==> config.mk <==
export PLATFORM = sky130hd
export DESIGN_NAME = sisc_ctrl_p
export DESIGN_NICKNAME = d
export VERILOG_FILES = /design/src/rtl/sisc_pkg.sv /design/src/rtl/sisc_mem_timer.sv /design/src/rtl/sisc_ctrl_p.sv
export SDC_FILE = /design/constraint.sdc
export NUM_CORES = 1
export LEC_CHECK = 0
export ABC_AREA = 1
export CORE_MARGIN = 3
export CORE_UTILIZATION = 30
export DETAILED_ROUTE_END_ITERATION = 12
export GPL_TIMING_DRIVEN = 0
export PLACE_DENSITY_LB_ADDON = 0.08
export RECOVER_POWER = 100
export SYNTH_ARGS = -nofsm -noshare
export SYNTH_HDL_FRONTEND = slang
export SYNTH_HIERARCHICAL = 1
export SYNTH_SLANG_ARGS = --single-unit
export TNS_END_PERCENT = 10
==> constraint.sdc <==
create_clock -name clk -period 3.4 [get_ports clk]
set_input_delay 0.51 -clock clk [delete_from_list [all_inputs] [get_ports clk]]
set_output_delay 0.51 -clock clk [all_outputs]
set_load 0.005 [all_outputs]
==> src/rtl/sisc_pkg.sv <==
// Shared constants for the SISC control path: opcodes, FSM states, ALU modes.
package sisc_pkg;

    localparam int unsigned OPC_NOOP = 0;
    localparam int unsigned OPC_LOD  = 1;
    localparam int unsigned OPC_STR  = 2;
    localparam int unsigned OPC_SWP  = 3;
    localparam int unsigned OPC_BRA  = 4;
    localparam int unsigned OPC_BRR  = 5;
    localparam int unsigned OPC_BNE  = 6;
    localparam int unsigned OPC_BNR  = 7;
    localparam int unsigned OPC_ALU  = 8;
    localparam int unsigned OPC_HLT  = 15;

    localparam int unsigned AM_IMM_DEF = 8;

    typedef enum logic [3:0] {
        S_RST     = 4'd0,
        S_FETCH   = 4'd1,
        S_DECODE  = 4'd2,
        S_EXECUTE = 4'd3,
        S_MEM     = 4'd4,
        S_WB      = 4'd5,
        S_SWP2    = 4'd6,
        S_HALT    = 4'd7,
        S_FAULT   = 4'd8
    } state_t;

    localparam logic [1:0] ALU_REG  = 2'b00;
    localparam logic [1:0] ALU_IMM  = 2'b01;
    localparam logic [1:0] ALU_PASS = 2'b10;

endpackage

==> src/rtl/sisc_mem_timer.sv <==
// Wait counter for a memory handshake; flags the last permitted wait cycle.
module sisc_mem_timer #(
    parameter int MEM_TO = 15,
    parameter int TO_W   = 4
) (
    input  logic clk,
    input  logic rst_f,
    input  logic en,
    input  logic clr,
    input  logic ack,
    output logic timeout
);

    logic [TO_W-1:0] cnt;

    always_ff @(posedge clk or negedge rst_f) begin
        if (!rst_f) begin
            cnt <= '0;
        end else if (clr) begin
            cnt <= '0;
        end else if (en && !ack) begin
            cnt <= cnt + 1'b1;
        end
    end

    // Counter would reach MEM_TO this cycle; a same-cycle ack takes priority.
    assign timeout = en && !ack && (cnt == TO_W'(MEM_TO - 1));

endmodule

==> src/rtl/sisc_ctrl_p.sv <==
// Multi-cycle SISC control FSM with data-memory handshake, halt and timeout fault.
//   state   | meaning
//   RST     | PC cleared, waiting one cycle after reset release
//   FETCH   | load IR, PC <= PC+1
//   DECODE  | resolve branch, route HLT
//   EXECUTE | ALU op or address pass-through
//   MEM     | data memory request/ack wait (LOD/STR)
//   WB      | register write-back
//   SWP2    | second write of SWP
//   HALT    | HLT executed, idle until reset
//   FAULT   | memory timeout, idle until reset
module sisc_ctrl_p
    import sisc_pkg::*;
#(
    parameter int OP_W   = 4,
    parameter int ST_W   = 4,
    parameter int AM_IMM = AM_IMM_DEF,
    parameter int MEM_TO = 15,
    parameter int TO_W   = 4
) (
    input  logic            clk,
    input  logic            rst_f,
    input  logic [OP_W-1:0] opcode,
    input  logic [ST_W-1:0] mm,
    input  logic [ST_W-1:0] stat,
    input  logic            mem_ack,
    output logic            rf_we,
    output logic            wb_sel,
    output logic            br_sel,
    output logic            pc_sel,
    output logic            pc_write,
    output logic            pc_rst,
    output logic            ir_load,
    output logic            rb_sel,
    output logic [1:0]      alu_op,
    output logic            mem_req,
    output logic            dm_we,
    output logic            swp_ph,
    output logic            halted,
    output logic            fault
);

    state_t state, state_nxt;
    logic   timeout;

    logic is_lod, is_str, is_swp, is_bra, is_brr, is_bne, is_bnr, is_alu, is_hlt;
    logic any_hit, br_taken;
    logic [1:0] alu_mode;

    assign is_lod = (opcode == OP_W'(OPC_LOD));
    assign is_str = (opcode == OP_W'(OPC_STR));
    assign is_swp = (opcode == OP_W'(OPC_SWP));
    assign is_bra = (opcode == OP_W'(OPC_BRA));
    assign is_brr = (opcode == OP_W'(OPC_BRR));
    assign is_bne = (opcode == OP_W'(OPC_BNE));
    assign is_bnr = (opcode == OP_W'(OPC_BNR));
    assign is_alu = (opcode == OP_W'(OPC_ALU));
    assign is_hlt = (opcode == OP_W'(OPC_HLT));

    assign any_hit  = ((stat & mm) != '0);
    assign br_taken = ((is_bra || is_brr) && any_hit) || ((is_bne || is_bnr) && !any_hit);
    assign alu_mode = (mm == ST_W'(AM_IMM)) ? ALU_IMM : ALU_REG;

    always_ff @(posedge clk or negedge rst_f) begin
        if (!rst_f) begin
            state <= S_RST;
        end else begin
            state <= state_nxt;
        end
    end

    always_comb begin
        state_nxt = state;
        rf_we     = 1'b0;
        wb_sel    = 1'b0;
        br_sel    = 1'b0;
        pc_sel    = 1'b0;
        pc_write  = 1'b0;
        pc_rst    = 1'b0;
        ir_load   = 1'b0;
        rb_sel    = 1'b0;
        alu_op    = ALU_PASS;
        mem_req   = 1'b0;
        dm_we     = 1'b0;
        swp_ph    = 1'b0;
        halted    = 1'b0;
        fault     = 1'b0;
        case (state)
            S_RST: begin
                pc_rst    = 1'b1;
                state_nxt = S_FETCH;
            end
            S_FETCH: begin
                ir_load   = 1'b1;
                pc_write  = 1'b1;
                state_nxt = S_DECODE;
            end
            S_DECODE: begin
                br_sel = is_bra || is_bne;
                if (br_taken) begin
                    pc_sel   = 1'b1;
                    pc_write = 1'b1;
                end
                state_nxt = is_hlt ? S_HALT : S_EXECUTE;
            end
            S_EXECUTE: begin
                if (is_alu) alu_op = alu_mode;
                state_nxt = S_MEM;
            end
            S_MEM: begin
                if (is_alu) alu_op = alu_mode;
                state_nxt = S_WB;
                if (is_lod || is_str) begin
                    mem_req = 1'b1;
                    dm_we   = is_str;
                    if (!mem_ack) state_nxt = timeout ? S_FAULT : S_MEM;
                end
            end
            S_WB: begin
                rb_sel    = 1'b1;
                rf_we     = is_alu || is_lod || is_swp;
                wb_sel    = is_lod;
                state_nxt = is_swp ? S_SWP2 : S_FETCH;
            end
            S_SWP2: begin
                rf_we     = 1'b1;
                rb_sel    = 1'b1;
                swp_ph    = 1'b1;
                state_nxt = S_FETCH;
            end
            S_HALT:  halted = 1'b1;
            S_FAULT: fault  = 1'b1;
            default: state_nxt = S_RST;
        endcase
    end

    sisc_mem_timer #(
        .MEM_TO (MEM_TO),
        .TO_W   (TO_W)
    ) u_mem_timer (
        .clk     (clk),
        .rst_f   (rst_f),
        .en      ((state == S_MEM) && (is_lod || is_str)),
        .clr     (state_nxt != S_MEM),
        .ack     (mem_ack),
        .timeout (timeout)
    );

endmodule

==> flow_metrics.env, run 1 <==
export IMPL_fin_crit_sh=0.8575
export IMPL_startpoint="opcode[1]"
export IMPL_port_buffers=29
export IMPL_worstMarginPinSlew_ns=0.3686
export IMPL_first_pass_iters=4
export IMPL_finalMaxSlewViolations=0
export IMPL_cts_resized=0
export IMPL_synthCells=121
export IMPL_antenna_found_initial=0
export IMPL_fmax_mhz=343.0
export IMPL_synth_top_cell_area_share=0.2645
export IMPL_grt_pass1_vias=779
export IMPL_nets=172
export IMPL_tritoncts="yes"
export IMPL_die_x_um=56.23
export IMPL_slew_headroom=0.7534
export IMPL_num_rows=17
export IMPL_multi_input_area_um2=462.9
export IMPL_grt_max_degree=9
export IMPL_cts_clk_slew_worst_paths_ns=0.05
export IMPL_syn_avg_cell_area_um2=6.256
export IMPL_drt_total_wl_mm=1.832
export IMPL_root_buffer="clkbuf_4"
export IMPL_finalSetupViolCount=0
export IMPL_synthTopCellsByArea="dfrtp_1 26%, nand2_1 16%, nor2_1 8.4%"
export IMPL_regArea_um2=200.2
export IMPL_cp_endpoint="mem_req"
export IMPL_hold_buffers=0
export IMPL_finalPower_mw=0.5089
export IMPL_leakage_nw=0.5385
export IMPL_grt_overflow_total=0
export IMPL_grt_pass1_wl_mm=3.381
export IMPL_area_delta_synth_final_pct=43.97
export IMPL_clock_latency_ns=0.24
export IMPL_final_util=0.4744
export IMPL_num_antenna_cells=0
export IMPL_hp_class="flip-flop to flip-flop"
export IMPL_reg2reg_depth=14
export IMPL_vias=807
export IMPL_finClkSkew_ns=0.001147
export IMPL_path_class="input pin to primary output"
export IMPL_placed_area_mm2=0.001082
export IMPL_fin_crit_ns=2.915
export IMPL_finalSetupTns_ns=0
export IMPL_ys_warn_count=6
export IMPL_track_usage=0.1305
export IMPL_synth_nets=138
export IMPL_dp_hpwl_mm=1.619
export IMPL_drt_initial_drc_count=14
export IMPL_r2r_start="state[1]$_DFF_PN0_"
export IMPL_post_cts_buffers=0
export IMPL_status="finished clean"
export IMPL_core_region_area_mm2=0.002297
export IMPL_drive_above_1_share=0.1438
export IMPL_endpoint_kind="primary output"
export IMPL_maxCapViolations=0
export IMPL_hold_viol_final=0
export IMPL_layout_commonest_cell="nand2_1"
export IMPL_startpoint_type="input pin"
export IMPL_yosysSeqAreaShare=0.2645
export IMPL_reg2reg_slack_ns=1.17
export IMPL_yosysUniqueCellTypes=19
export IMPL_clock_path_buffers=2
export IMPL_drc_errors=0
export IMPL_viasPerCell=4.459
export IMPL_yosys_area_top_type="dfrtp_1"
export IMPL_ys_ff_latch=8
export IMPL_dieArea_mm2=0.003162
export IMPL_pin_count=30
export IMPL_antenna_left=0
export IMPL_wl_per_cell_um=10.12
export IMPL_fill_cells=249
export IMPL_rsz0062_at_grt="no"
export IMPL_routabilityCongestion=0.8083
export IMPL_cp_required_ns=2.89
export IMPL_irDropWorstVdd_mv=0.2451
export IMPL_cts_sinks=8
export IMPL_powerDensity_mw_per_mm2=467.0
export IMPL_die_h_um=56.23
export IMPL_syn_cell_area_um2=757.0
export IMPL_final_cell_mix="35 x nand2_1, 19 x nor2_1, 17 x inv_1"
export IMPL_cp_max_fo=6
export IMPL_critPathArrivalTime_ns=2.41
export IMPL_start_util=0.3295
export IMPL_cts_max_level=1
export IMPL_timing_rr_end="u_mem_timer/cnt[1]$_DFFE_PN0P_"
export IMPL_design_area_mm2=0.001090
export IMPL_cts_made_buffers=3
## state kept, by name (all words and copies together), names as in the netlist
| register | cells |
|---|---|
| u_mem_timer/cnt | 4 |
| state | 4 |
## per-stage QoR
step           hold slack (ns)  setup WS [ns]  std cells
2_1_floorplan           0.2144          1.477        121
3_3_place_gp            0.5314         0.6312        178
3_5_place_dp            0.5503         0.6294        178
4_1_cts                 0.5392         0.6205        181
5_1_grt                 0.6024         0.3623        181
6_report                0.5556         0.4845        181
## synth_stat cells, drive strengths merged
library cell,number
nor2,27
nand3b,1
o22ai,1
dfrtp,8
nand2,39
inv,21
o31ai,1
nor3,3
nand3,9
ha,2
a21oi,5
nand4,2
o21bai,2
## final cells by class
class,instances,share of cell area
multi-input cells,92,0.4248
flip-flops and latches,8,0.1837
inverters,21,0.07233
clock buffers,3,0.02067
well taps,28,0.03215
repair buffers,29,0.2664
## worst max-delay path, cell delays in order
cell           delay, ns
dlygate4sd3_1       0.66
inv_1               0.12
nor2_2              0.09
nand2_1             0.09
a21oi_1             0.31
dlygate4sd3_1       0.62
## how the worst min path moves through the flow
stage | from | to | slack [ns] | depth (start not counted)
final | u_mem_timer/cnt[2]$_DFFE_PN0P_ | u_mem_timer/cnt[2]$_DFFE_PN0P_ | 0.56 | 2
after global routing | u_mem_timer/cnt[2]$_DFFE_PN0P_ | u_mem_timer/cnt[2]$_DFFE_PN0P_ | 0.60 | 2
after CTS | rst_f | u_mem_timer/cnt[3]$_DFFE_PN0P_ | 0.54 | 1
after detailed placement | u_mem_timer/cnt[3]$_DFFE_PN0P_ | u_mem_timer/cnt[3]$_DFFE_PN0P_ | 0.55 | 2
after global placement | u_mem_timer/cnt[3]$_DFFE_PN0P_ | u_mem_timer/cnt[3]$_DFFE_PN0P_ | 0.53 | 3
after floorplan | rst_f | state[0]$_DFF_PN0_ | 0.21 | 0
## logic make-up (layout without fill, tap and decap cells)
logic type	count (synthesis)	count (layout)	share of synthesized area
compound gates	9	9	0.08596
fa+ha+maj	2	2	0.03305
buf+inv	21	53	0.1041
flops	8	8	0.2645
simple gates	81	81	0.5124
## metal layers
layer,track usage,part of all wire,vias up,routed length [µm]
met2,0.2270,0.51,17,935
met4,0.05085,0.0055,0,10
met3,0.02320,0.044,2,81
li1,-,-,441,-
met1,0.1574,0.44,347,804
met5,0,0,-,0
## where the power goes
group	switching, mW	internal (mW)
Combinational	0.171	0.138
Clock	0.0272	0.0400
Sequential	0.0190	0.114
Power figures use the tool's default switching activity.
==> run 2, diff against run 1 <==
- CELL_PAD_IN_SITES_DETAIL_PLACEMENT: unset -> 0
- CELL_PAD_IN_SITES_GLOBAL_PLACEMENT: unset -> 1
- CORE_MARGIN: 3 -> 2
- DONT_BUFFER_PORTS: unset -> 1
==> run 2 against run 1 <==
  * Design area down 25%
  * Non-clock buffer count down 28
  * Utilization down 14 points
  * Hold slack worse by 0.12 ns
  * Combinational power down 25%
  * Sequential cell count unchanged
  * Critical path type is now flip-flop to flip-flop
  * Register-to-register slack worse by 0.21 ns
  * Clock skew up 0.0047 ns
==> flow_metrics.env, run 2 (synthesis results as in run 1) <==
export IMPL_maxCapViolations=0
export IMPL_grt_overflow_total=0
export IMPL_drc_errors=0
export IMPL_viasPerCell=4.639
export IMPL_routabilityCongestion=0.7132
export IMPL_cts_sinks=8
export IMPL_status="finished clean"
export IMPL_dieArea_mm2=0.002941
export IMPL_vias=719
export IMPL_cp_top_family="simple AND/OR/NAND/NOR gates"
export IMPL_cp_max_fo=5
export IMPL_grt_max_degree=9
export IMPL_finalSetupViolCount=0
export IMPL_hold_viol_final=0
export IMPL_cts_made_buffers=3
export IMPL_area_delta_synth_final_pct=7.273
export IMPL_irDropWorstVdd_mv=0.2939
export IMPL_cp_cell_sequence="inv_1, nand2_1, nor2_1, inv_1, a21oi_1, nand2_1, nor2_1, nand3_1, nand2_1, nand2_1, nand2_1, inv_1, nand3_1, o31ai_1"
export IMPL_crit_path_frequent_cell="nand2_1"
export IMPL_cts_max_level=1
export IMPL_critPathArrivalTime_ns=2.56
export IMPL_finalSetupTns_ns=0
export IMPL_hp_class="input pin to flip-flop"
export IMPL_leakage_nw=0.4117
export IMPL_fin_crit_sh=0.7169
export IMPL_holdWs_ns=0.4324
export IMPL_worstMarginPinSlew_ns=0.3866
export IMPL_start_util=0.3112
export IMPL_finalMaxSlewViolations=0
export IMPL_cts_resized=0
export IMPL_grt_pass1_wl_mm=2.760
export IMPL_antenna_found_initial=0
export IMPL_cp_required_ns=3.53
export IMPL_placed_area_um2=794.5
export IMPL_antenna_left=0
export IMPL_drt_total_wl_mm=1.648
export IMPL_fin_crit_ns=2.438
export IMPL_die_h_um=54.23
export IMPL_finClkSkew_ns=0.005841
export IMPL_reg_largest_list="state (4), u_mem_timer/cnt (4)"
export IMPL_post_cts_buffers=0
export IMPL_drive_above_1_share=0.1600
export IMPL_endpoint_kind="flip-flop"
export IMPL_first_pass_iters=4
export IMPL_drt_initial_drc_count=13
export IMPL_path_class="flip-flop to flip-flop"
export IMPL_cpPeakStageDelay_ns=0.40
export IMPL_dp_slack_ns=1.055
export IMPL_nets=144
export IMPL_cts_clk_slew_worst_paths_ns=0.05
export IMPL_port_buffers=0
export IMPL_final_cell_mix="33 x nand2_1, 21 x nor2_1, 19 x inv_1"
export IMPL_num_rows=18
export IMPL_layout_commonest_cell="nand2_1"
export IMPL_wl_per_cell_um=10.63
export IMPL_tritoncts="yes"
export IMPL_powerDensity_mw_per_mm2=529.2
export IMPL_root_buffer="clkbuf_4"
export IMPL_track_usage=0.1279
export IMPL_cp_buffers_inverters=3
export IMPL_rsz0062_at_grt="no"
export IMPL_design_area_um2=812.0
export IMPL_slew_headroom=0.7413
export IMPL_grt_pass1_vias=694
export IMPL_dp_hpwl_mm=1.469
export IMPL_pin_count=30
export IMPL_finalPower_mw=0.4297
export IMPL_startpoint_type="flip-flop"
export IMPL_fmax_mhz=410.2
export IMPL_clock_latency_ns=0.24
export IMPL_final_setup_worst_slack_ns=0.9624
export IMPL_hold_buffers=1
export IMPL_core_region_area_mm2=0.002432
export IMPL_die_x_um=54.23
export IMPL_num_antenna_cells=0
export IMPL_clock_path_buffers=2
export IMPL_crit_path_top_delay_cell="dfrtp_1"
run 2: changes by cell type in the layout (fill, tap and decap cells not counted), sizes merged:
cell / before / now
clkdlybuf4s50: 15 / 0
dlygate4sd3: 14 / 1
run 2: tightest hold or removal path: stages:
cell and delay (ns):
nor2_2 0.02, nand2_1 0.05, a21oi_1 0.06
run 2: where the power goes:
part / switching [mW] / leakage [nW] / total (mW) / internal, mW
clock network: 0.0266 / 0.0138 / 0.0666 / 0.0400
logic: 0.156 / 0.291 / 0.231 / 0.0744
registers: 0.0186 / 0.107 / 0.132 / 0.114
total: 0.202 / 0.412 / 0.430 / 0.228
run 2: per-stage QoR:
| step | cells | util |
|---|---|---|
| floorplan | 121 | - |
| global placement | 151 | 0.3266 |
| detailed placement | 151 | 0.3266 |
| CTS | 155 | 0.3400 |
| global route | 155 | 0.3338 |
| finish | 155 | 0.3338 |
run 2: per-layer routing:
layer / part of all wire / global-route usage / routed length, µm / vias up
met2: 0.49 / 0.2289 / 805 / 15
met1: 0.45 / 0.1523 / 734 / 317
li1: - / - / - / 385
met3: 0.056 / 0.01913 / 93 / 2
met4: 0.0085 / 0.05000 / 14 / 0
met5: 0 / 0 / 0 / -
run 2: worst paths after layout:
check	start	endpoint	slack [ns]	depth (start not counted)
worst max-delay path	state[0]$_DFF_PN0_	u_mem_timer/cnt[1]$_DFFE_PN0P_	0.96	14
worst min-delay path	mem_ack	u_mem_timer/cnt[2]$_DFFE_PN0P_	0.43	3
worst max register to register	state[0]$_DFF_PN0_	u_mem_timer/cnt[1]$_DFFE_PN0P_	0.96	14
worst min register to register	u_mem_timer/cnt[3]$_DFFE_PN0P_	u_mem_timer/cnt[3]$_DFFE_PN0P_	0.55	3
max in group asynchronous	rst_f	state[0]$_DFF_PN0_	2.51	1
min in group asynchronous	rst_f	u_mem_timer/cnt[3]$_DFFE_PN0P_	0.62	1
run 2: final cells by class:
class                           count  area (µm²)
Fill cell                         293        1620
Tap cell                           30       37.54
Clock buffer                        3       22.52
Sequential cell                     8       200.2
Inverter                           21       78.83
Timing Repair Buffer                1       10.01
Multi-Input combinational cell     92       462.9
==> run 3, diff against run 2 <==
- clock period: 3.4 -> 2 ns (I/O delays scaled with it)
==> run 3 against run 2 <==
  * Hold slack worse by 0.21 ns
  * Sequential share of layout area is 2.1 points lower
  * Routed wire length is 3.6% higher
  * Maximum frequency is 31% higher
  * Setup slack worse by 0.82 ns
  * Clock power is 70% higher
  * Non-clock buffer count is 5 higher
  * Largest cell class unchanged
  * Highest routed layer unchanged
==> flow_metrics.env, run 3 (synthesis results as in run 1) <==
export IMPL_status="finished clean"
export IMPL_cp_max_fo=4
export IMPL_regArea_um2=200.2
export IMPL_worstMarginPinSlew_ns=0.3705
export IMPL_reg2reg_depth=14
export IMPL_cp_required_ns=2.13
export IMPL_track_usage=0.1279
export IMPL_crit_path_frequent_cell="inv_2"
export IMPL_dieArea_mm2=0.002941
export IMPL_multi_input_area_um2=501.7
export IMPL_antenna_found_initial=0
export IMPL_grt_max_degree=9
export IMPL_power_frac_clock=0.136
export IMPL_design_area_um2=888.4
export IMPL_critPathArrivalTime_ns=1.99
export IMPL_cp_top_family="simple AND/OR/NAND/NOR gates"
export IMPL_grt_pass1_vias=697
export IMPL_fin_crit_sh=0.9296
export IMPL_cts_clk_slew_worst_paths_ns=0.05
export IMPL_fin_crit_ns=1.859
export IMPL_reg_largest_list="state (4), u_mem_timer/cnt (4)"
export IMPL_cp_buffers_inverters=3
export IMPL_die_x_um=54.23
export IMPL_layout_commonest_cell="nand2_1"
export IMPL_hp_start="mem_ack"
export IMPL_fmax_mhz=537.8
export IMPL_drive_above_1_share=0.2846
export IMPL_finalSetupViolCount=0
export IMPL_grt_overflow_total=0
export IMPL_nets=149
export IMPL_intPower_mw=0.4358
export IMPL_placed_area_um2=794.5
export IMPL_p_sw_mw=0.3982
export IMPL_startpoint="state[1]$_DFF_PN0_"
export IMPL_slew_headroom=0.7522
export IMPL_clock_path_buffers=2
export IMPL_tritoncts="yes"
export IMPL_vias=748
export IMPL_path_class="flip-flop to flip-flop"
export IMPL_p_seq_frac=0.270
export IMPL_viasPerCell=4.675
export IMPL_dp_hpwl_mm=1.469
export IMPL_maxCapViolations=0
export IMPL_powerDensity_mw_per_mm2=938.8
export IMPL_worst_hold_path_num_cells=3
export IMPL_irDropWorstVdd_mv=0.5490
export IMPL_clock_latency_ns=0.24
export IMPL_swShare=0.4774
export IMPL_start_util=0.3112
export IMPL_hp_class="input pin to flip-flop"
export IMPL_pin_count=30
export IMPL_antenna_left=0
export IMPL_crit_path_top_delay_cell="dfrtp_1"
export IMPL_core_region_area_mm2=0.002432
export IMPL_comb_power_share=0.594
export IMPL_drt_total_wl_mm=1.707
export IMPL_cts_sinks=8
export IMPL_startpoint_type="flip-flop"
export IMPL_final_cell_mix="31 x nand2_1, 18 x nor2_1, 13 x inv_1"
export IMPL_wl_per_cell_um=10.67
export IMPL_cpPeakStageDelay_ns=0.42
export IMPL_num_antenna_cells=0
export IMPL_port_buffers=0
export IMPL_finClkSkew_ns=0.005840
export IMPL_endpoint_kind="flip-flop"
export IMPL_first_pass_iters=4
export IMPL_dp_slack_ns=-0.3446
export IMPL_hold_viol_final=0
export IMPL_drt_initial_drc_count=8
export IMPL_area_delta_synth_final_pct=17.36
export IMPL_leakage_nw=0.4366
export IMPL_num_rows=18
export IMPL_cts_made_buffers=3
export IMPL_grt_pass1_wl_mm=2.766
export IMPL_cts_max_level=1
export IMPL_die_h_um=54.23
export IMPL_cp_cell_sequence="inv_2, nand2_4, nor2_4, inv_2, a21oi_4, nand2_2, nor2_1, nand3_1, nand2_1, nand2_1, nand2_2, inv_2, nand3_1, o31ai_1"
export IMPL_r2r_start="state[1]$_DFF_PN0_"
export IMPL_drc_errors=0
export IMPL_fill_cells=291
export IMPL_finalMaxSlewViolations=0
export IMPL_crit_cells=14
export IMPL_root_buffer="clkbuf_4"
export IMPL_routabilityCongestion=0.7132
export IMPL_final_setup_worst_slack_ns=0.1407
==> run 3: cell count changes in the layout (fill, tap and decap cells not counted), sizes merged <==
cell,previous run,this run
buf,0,5
==> run 3: repair_timing <==
| action | in CTS | in global routing |
|---|---|---|
| setup buffers | 0 | 5 |
| endpoints found under the hold margin | 8 | 0 |
| hold buffers | 1 | 0 |
| gates resized for setup | 7 | 3 |
| pin swaps | 0 | 3 |
| setup endpoints to repair | 5 | 4 |
==> run 3: metrics by stage <==
step           setup TNS (ns)  utilization  hold slack, ns  total power, mW  cells
2_1_floorplan               0            -        0.004409           0.5743    121
3_3_place_gp           -1.424       0.3266        0.004683           0.6561    151
3_5_place_dp           -1.245       0.3266        0.004667           0.6530    151
4_1_cts                     0       0.3488          0.2142           0.8031    155
5_1_grt             -0.004278       0.3652          0.2566           0.9157    160
6_report                    0       0.3652          0.2212           0.8339    160
==> run 3: area by class of cell <==
type	instances	area share
clock buffers	3	0.02535
inverters	21	0.08873
multi-input cells	92	0.5648
flip-flops and latches	8	0.2254
well taps	30	0.04225
repair buffers	6	0.05352
==> run 3: worst paths after layout <==
path	slack, ns	endpoint
worst max-delay path	0.14	u_mem_timer/cnt[1]$_DFFE_PN0P_
worst min-delay path	0.22	u_mem_timer/cnt[2]$_DFFE_PN0P_
worst max register to register	0.14	u_mem_timer/cnt[1]$_DFFE_PN0P_
worst min register to register	0.56	u_mem_timer/cnt[2]$_DFFE_PN0P_
max in group asynchronous	1.32	state[0]$_DFF_PN0_
min in group asynchronous	0.41	u_mem_timer/cnt[3]$_DFFE_PN0P_
==> run 3: metal layers <==
metal	vias to the layer above	wire length [µm]	GRT usage
li1	398	-	-
met1	331	754	0.1523
met2	17	846	0.2289
met3	2	96	0.01913
met4	0	9	0.05000
met5	-	0	0
==> run 3: worst register-to-register path, delay by kind of cell (launching register included) <==
family | cells | cell delay, ns
AOI/OAI and AO/OA | 2 | 0.25
buffers and inverters | 3 | 0.25
DFF | 1 | 0.42
and+or+nand+nor | 9 | 0.83
==> run 3: power groups by stage <==
| stage | sequential [mW] | combinational (mW) | clock (mW) |
|---|---|---|---|
| after floorplan | 0.222 | 0.353 | 0 |
| after global placement | 0.232 | 0.424 | 0 |
| after detailed placement | 0.229 | 0.424 | 0 |
| after CTS | 0.228 | 0.452 | 0.123 |
| after global routing | 0.228 | 0.559 | 0.129 |
| final | 0.225 | 0.495 | 0.113 |
